[config.mk]
export PLATFORM = sky130hd
export DESIGN_NAME = cdb_arbiter
export DESIGN_NICKNAME = d
export VERILOG_FILES = /design/src/rtl/cdb_arbiter_pkg.sv /design/src/rtl/cdb_fifo.sv /design/src/rtl/cdb_arbiter.sv
export SDC_FILE = /design/constraint.sdc
export NUM_CORES = 1
export LEC_CHECK = 0
export ABC_AREA = 1
export BUFFER_PORTS_ARGS = -buffer_cell sky130_fd_sc_hd__buf_2
export CAP_MARGIN = 20
export CORE_MARGIN = 1.5
export CORE_UTILIZATION = 51
export CTS_CLUSTER_SIZE = 30
export DETAILED_ROUTE_END_ITERATION = 10
export GPL_ROUTABILITY_DRIVEN = 0
export GPL_TIMING_DRIVEN = 1
export PLACE_DENSITY = 0.76
export SYNTH_ARGS = -nofsm -noshare
export SYNTH_HDL_FRONTEND = slang
export SYNTH_SLANG_ARGS = --single-unit
[constraint.sdc]
create_clock -name clk_in -period 4.21 [get_ports clk_in]
set_input_delay 0.6315 -clock clk_in [delete_from_list [all_inputs] [get_ports clk_in]]
set_output_delay 0.6315 -clock clk_in [all_outputs]
set_load 0.1 [all_outputs]
[src/rtl/cdb_arbiter_pkg.sv]
// -----------------------------------------------------------------------------
// cdb_arbiter_pkg
// Shared constants for the common-data-bus arbiter and its per-source queues.
//   CDB_ROB_W     : ROB tag width (mirrors the `ROB_R range width of the core).
//   CDB_NSRC      : number of result producers feeding the CDB.
//   CDB_SRC_ALU   : producer index of the ALU in the reservation station.
//   CDB_SRC_LSB   : producer index of the load/store buffer.
//   CDB_SRC_SPARE : producer index reserved for a future unit.
//   CDB_QDEPTH    : default entries per source queue (power of two, >= 2).
// rr_next() gives the round-robin successor of a granted source index.
// -----------------------------------------------------------------------------
package cdb_arbiter_pkg;

  localparam int CDB_ROB_W     = 4;
  localparam int CDB_NSRC      = 3;
  localparam int CDB_SRC_ALU   = 0;
  localparam int CDB_SRC_LSB   = 1;
  localparam int CDB_SRC_SPARE = 2;
  localparam int CDB_QDEPTH    = 2;

  function automatic int unsigned rr_next(input int unsigned k, input int unsigned n);
    return (k + 1) % n;
  endfunction

endpackage

[src/rtl/cdb_fifo.sv]
// -----------------------------------------------------------------------------
// cdb_fifo
// Small FIFO holding results of one CDB producer until they win the bus.
// Ports:
//   clk   : clock, all updates on posedge
//   rst   : synchronous active-high reset, overrides en
//   en    : global ready; low freezes pointers, count and storage
//   flush : empties the queue (only when en is high)
//   push  : write din at the tail (caller guarantees not full)
//   din   : entry to write
//   pop   : drop the head entry (caller guarantees not empty)
//   head  : entry at the read pointer
//   count : number of stored entries (0..DEPTH)
//   full  : count == DEPTH
// Pointers are log2(DEPTH) bits and wrap naturally because DEPTH is a power
// of two; count carries the extra bit to tell full from empty.
// -----------------------------------------------------------------------------
module cdb_fifo #(
  parameter int WIDTH = 36,
  parameter int DEPTH = 2
) (
  input  logic                       clk,
  input  logic                       rst,
  input  logic                       en,
  input  logic                       flush,
  input  logic                       push,
  input  logic [WIDTH-1:0]           din,
  input  logic                       pop,
  output logic [WIDTH-1:0]           head,
  output logic [$clog2(DEPTH):0]     count,
  output logic                       full
);

  localparam int PW = $clog2(DEPTH);
  localparam int CW = PW + 1;

  logic [WIDTH-1:0] mem [DEPTH];
  logic [PW-1:0]    rd_ptr;
  logic [PW-1:0]    wr_ptr;

  always_ff @(posedge clk) begin
    if (rst) begin
      rd_ptr <= '0;
      wr_ptr <= '0;
      count  <= '0;
    end else if (en) begin
      if (flush) begin
        rd_ptr <= '0;
        wr_ptr <= '0;
        count  <= '0;
      end else begin
        if (push) wr_ptr <= wr_ptr + PW'(1);
        if (pop)  rd_ptr <= rd_ptr + PW'(1);
        case ({push, pop})
          2'b10:   count <= count + CW'(1);
          2'b01:   count <= count - CW'(1);
          default: count <= count;
        endcase
      end
    end
  end

  // Storage needs no reset: an entry is only observed after it was written.
  always_ff @(posedge clk) begin
    if (en && !rst && !flush && push) mem[wr_ptr] <= din;
  end

  assign head = mem[rd_ptr];
  assign full = (count == CW'(DEPTH));

endmodule

[src/rtl/cdb_arbiter.sv]
// -----------------------------------------------------------------------------
// cdb_arbiter
// Collects result broadcasts from N_SRC producers into per-source queues and
// drives one shared common data bus (one tag/value per cycle).
// Optional feature macro: CDB_RR_EN
//   defined   : round-robin arbitration starting at rr_ptr
//   undefined : fixed priority, lowest source index wins
// Ports:
//   clk_in     : clock
//   rst_in     : synchronous active-high reset (same effect as rob_clear)
//   rdy_in     : global ready; low freezes all state, hides bus and readies
//   rob_clear  : misprediction flush (acts only while rdy_in is high)
//   src_valid  : per-source result valid
//   src_rob_id : per-source tag, source k at [k*ROB_W +: ROB_W]
//   src_value  : per-source value, source k at [k*32 +: 32]
//   src_ready  : per-source queue not full (and rdy_in high)
//   cdb_valid  : broadcast valid
//   cdb_rob_id : broadcast tag
//   cdb_value  : broadcast value
//
// Handshake: a producer result is taken at the posedge where
// src_valid[k] && src_ready[k] && !rob_clear; while src_valid is high and
// src_ready is low the producer holds tag and value unchanged. src_ready is
// derived from the registered count only. The CDB side has no back-pressure:
// every cycle with cdb_valid high pops the granted queue.
// -----------------------------------------------------------------------------
module cdb_arbiter
  import cdb_arbiter_pkg::*;
#(
  parameter int N_SRC  = CDB_NSRC,
  parameter int QDEPTH = CDB_QDEPTH,
  parameter int ROB_W  = CDB_ROB_W
) (
  input  logic                   clk_in,
  input  logic                   rst_in,
  input  logic                   rdy_in,
  input  logic                   rob_clear,
  input  logic [N_SRC-1:0]       src_valid,
  input  logic [N_SRC*ROB_W-1:0] src_rob_id,
  input  logic [N_SRC*32-1:0]    src_value,
  output logic [N_SRC-1:0]       src_ready,
  output logic                   cdb_valid,
  output logic [ROB_W-1:0]       cdb_rob_id,
  output logic [31:0]            cdb_value
);

  localparam int EW = ROB_W + 32;
  localparam int CW = $clog2(QDEPTH) + 1;
  localparam int IW = (N_SRC > 1) ? $clog2(N_SRC) : 1;

  logic [EW-1:0]    head  [N_SRC];
  logic [CW-1:0]    count [N_SRC];
  logic [N_SRC-1:0] full;
  logic [N_SRC-1:0] eligible;
  logic [N_SRC-1:0] push;
  logic [N_SRC-1:0] pop;
  logic [IW-1:0]    grant_idx;
  logic [IW-1:0]    out_idx;
  logic             any_eligible;

  for (genvar g = 0; g < N_SRC; g++) begin : g_src
    assign eligible[g]  = (count[g] != '0);
    assign src_ready[g] = rdy_in && !full[g];
    assign push[g]      = src_valid[g] && src_ready[g] && !rob_clear;
    assign pop[g]       = cdb_valid && !rob_clear && (grant_idx == IW'(g));

    cdb_fifo #(
      .WIDTH (EW),
      .DEPTH (QDEPTH)
    ) u_fifo (
      .clk   (clk_in),
      .rst   (rst_in),
      .en    (rdy_in),
      .flush (rob_clear),
      .push  (push[g]),
      .din   ({src_rob_id[g*ROB_W +: ROB_W], src_value[g*32 +: 32]}),
      .pop   (pop[g]),
      .head  (head[g]),
      .count (count[g]),
      .full  (full[g])
    );
  end

  assign any_eligible = |eligible;
  assign cdb_valid    = rdy_in && any_eligible;

`ifdef CDB_RR_EN
  // rr_ptr names the source searched first; it moves past each winner.
  logic [IW-1:0] rr_ptr;

  always_comb begin
    int  idx;
    logic found;
    grant_idx = '0;
    found     = 1'b0;
    idx       = 0;
    for (int off = 0; off < N_SRC; off++) begin
      idx = (int'(rr_ptr) + off) % N_SRC;
      if (!found && eligible[idx]) begin
        grant_idx = IW'(idx);
        found     = 1'b1;
      end
    end
  end

  always_ff @(posedge clk_in) begin
    if (rst_in) begin
      rr_ptr <= '0;
    end else if (rdy_in) begin
      if (rob_clear)         rr_ptr <= '0;
      else if (any_eligible) rr_ptr <= IW'(rr_next(int'(grant_idx), N_SRC));
    end
  end
`else
  // Descending scan so the lowest eligible index is the last assignment.
  always_comb begin
    grant_idx = '0;
    for (int i = N_SRC - 1; i >= 0; i--) begin
      if (eligible[i]) grant_idx = IW'(i);
    end
  end
`endif

  // With nothing to send the data lines simply follow source 0's head.
  assign out_idx                 = cdb_valid ? grant_idx : '0;
  assign {cdb_rob_id, cdb_value} = head[out_idx];

endmodule

==> impl_results.md <==
- Status: completed
- Initial Utilization: between 50% and 60%
- Rows: between 40 and 50
- Setup TNS: 0 ps
- DRC errors left: 0
- Slowest-stage cell, CP: nand4_4
- Max-cap violations: 0
- Vias: 5583
- GRT Overall Usage: ~19%
- Power Density: about 490 mW/mm^2
- Most frequent cells in the layout: edfxtp_1, buf_2, nand2_1
- Post_cts resized: 0
- Die width: 138.2 microns
- H-tree Lvls: 1
- Clock Pin Slew Worst Setup and Hold Paths: approximately 60 ps
- Final Cycle Share: around four fifths
- Pre-antenna DRT Iters: 5
- Syn_nets: 784
- Min cycle time layout: 3294 ps
- Total power: around 5.5 mW
- Worst path arrival time: 2660 ps
- Critical Path Max Stage Delay: ~520 ps
- Share of cells above drive strength 1: approximately a quarter
- Crit. End Element: output port
- # hold bufs at CTS: 0
- CP Max Fanout: 39
- Number of flops mapped to enable cells by yosys: approximately 220
- Main synth FF type: edfxtp_1
- Switching pwr: about 1.4 mW
- Fin util: 62.42%
- Fmax: 303.6 MHz
- Delay-heaviest family, CP: buffers and inverters
- Yosys reg bits: roughly 230
- Synth unique cells: 31
- Antenna Violating Nets Remaining: 0
- P&R area growth vs syn: 20.25%
- Maximum clock path buffer count: 3
- Design Area, Final: about 0.011 sq mm
- TritonCTS Buffers: 25
- Core ar.: between 0.015 and 0.02 sq mm
- Worst endpoint required time: 3580 ps
- RSZ-0062 raised after global routing: no
- Reg2reg setup slack: 2080 ps
- Int Pwr: between 4 and 5 mW
- Sequential cell area fraction in the yosys report: a little over 70%
- Kind of critical path: reg -> out
- CP cell instances: nor2_4 -> nand4_4 -> buf_12 -> o21ai_0 -> buf_2
- Fin Clk Skew: approximately 18 ps
- Die footprint: between 0.015 and 0.02 sq mm
- Total grt overflow: 0
- Synth async-reset ratio: 0%
- Clock Power Share: 40.9%
- Register share of total power: 46.2%
- WL per Instance: roughly 17 microns
- Final setup viols: 0
- Max-slew violations: 0
- Commonest non-fill, non-tap cell in the layout: edfxtp_1
- Final Hold Fails: 0
- Clock Sinks: between 200 and 250
- Largest net degree at the start of global routing: between 70 and 80
- CP Launch Type: flop
- Synth Instances: approximately 670
- First-pass GRT wire length: around 29 mm
- Nets: 943
- Vias per std cell: approximately 5.2
- YS warnings: 0
- Worst-margin pin slew: a little under 700 ps
- Buf/Inv on CP: 2
- Routed WL: about 18 mm
- Comb pwr share: 12.9%
- Number of global-route vias before repair: 5616
- Lkg Pwr: around 4.1 nW
- CTS tree: built
- Initial antenna violation count: 3
- Setup bufs post-CTS: 0
- Dpl hpwl: about 11 mm
- Syn avg cell area: approximately 14 sq um
- Placed cell area: 0.01034 sq mm
- Worst skew pair latency: 530 ps
- Worst vdd ir: ~0.37 mV
- CTS Root Cell: clkbuf_16
- Sw Ratio: 25.93%
- Die height: 138.2 microns
- Total I/O pin count: between 150 and 200
- Syn Std Cell Area: slightly above 0.009 sq mm
- Hold_ws: roughly 290 ps
- # port buffers: 154
- Violation count after the first detailed-route iteration: ~240
- Worst slew margin: approximately 55%
- Worst min-delay path class: in -> reg
[sequential cells by signal (all words and copies together) (netlist names), named ones only]
register	count
g_src.u_fifo.count	6
g_src.u_fifo.mem	216
g_src.u_fifo.rd_ptr	3
g_src.u_fifo.wr_ptr	3
[layer usage]
metal  part of all wire (%)  global-route usage [%]
met5                  0.065                       0
met4                    1.9                   4.875
met3                    6.2                   4.641
met2                     51                   34.35
met1                     41                   23.68
[worst reg2reg max path: cells and delay by family, from the launching register on]
kind / cells / cell delay (ps)
compound gates: 1 / 180
buf+inv: 2 / 480
flops: 1 / 370
simple gates: 6 / 990
[final cells by class]
cell class | count | area [sq um]
Timing Repair Buffer | 167 | 905.9
Clock buffer | 29 | 640.6
Tap cell | 229 | 286.5
Clock inverter | 17 | 227.7
Multi-Input combinational cell | 347 | 2145
Fill cell | 1329 | 6750
Antenna cell | 1 | 2.502
Sequential cell | 231 | 6790
Inverter | 56 | 215.2
[synth_stat cells (9+ instances only)]
| cell | n | area share [%] |
|---|---|---|
| inv_1 | 54 | 2.2 |
| clkbuf_1 | 13 | 0.52 |
| dfxtp_1 | 15 | 3.2 |
| buf_2 | 9 | 0.48 |
| nand3_1 | 12 | 0.64 |
| nor2_1 | 17 | 0.68 |
| a21oi_1 | 13 | 0.70 |
| o21ai_1 | 11 | 0.59 |
| o211ai_1 | 36 | 2.9 |
| mux2i_1 | 72 | 7.7 |
| edfxtp_1 | 216 | 70 |
| o21ai_0 | 71 | 3.8 |
| nand2_1 | 95 | 3.8 |
[power groups by stage]
stage | sequential [mW] | combinational (mW) | clock [mW]
after global placement | 2.60 | 0.705 | 0
after global routing | 2.55 | 0.757 | 2.39
after detailed placement | 2.60 | 0.712 | 0
final | 2.55 | 0.712 | 2.26
after floorplan | 2.59 | 0.560 | 0
after CTS | 2.55 | 0.717 | 2.31
[stage by stage]
stage,setup WS [ps],cells
detailed placement,1024,1030
finish,916.5,1077
floorplan,-155.5,669
global placement,1071,1030
CTS,858.9,1076
global route,619.3,1076
[path summary, 6_finish.rpt]
check                                                           start                                    end  cells past startpoint
worst max register to register  g_src[0].u_fifo.count[1]$_SDFFE_PP0P_  g_src[2].u_fifo.count[1]$_SDFFE_PP0P_                      9
worst max-delay path            g_src[0].u_fifo.count[1]$_SDFFE_PP0P_                           cdb_value[0]                      5
worst min register to register    g_src[1].u_fifo.rd_ptr$_SDFFE_PP0P_                                   flop                      2
worst min-delay path                                    src_value[18]   g_src[0].u_fifo.mem[1][18]$_DFFE_PP_                      1
[kinds of logic after synthesis]
family	share of synthesized area, %
AND/OR/NAND/NOR	6.749
flip-flops	72.78
XOR/XNOR	0.09394
AO/OA/AOI/OAI	8.104
multiplexers	7.728
buffers and inverters	4.548
No activity file was read; power rests on OpenSTA's default activity.
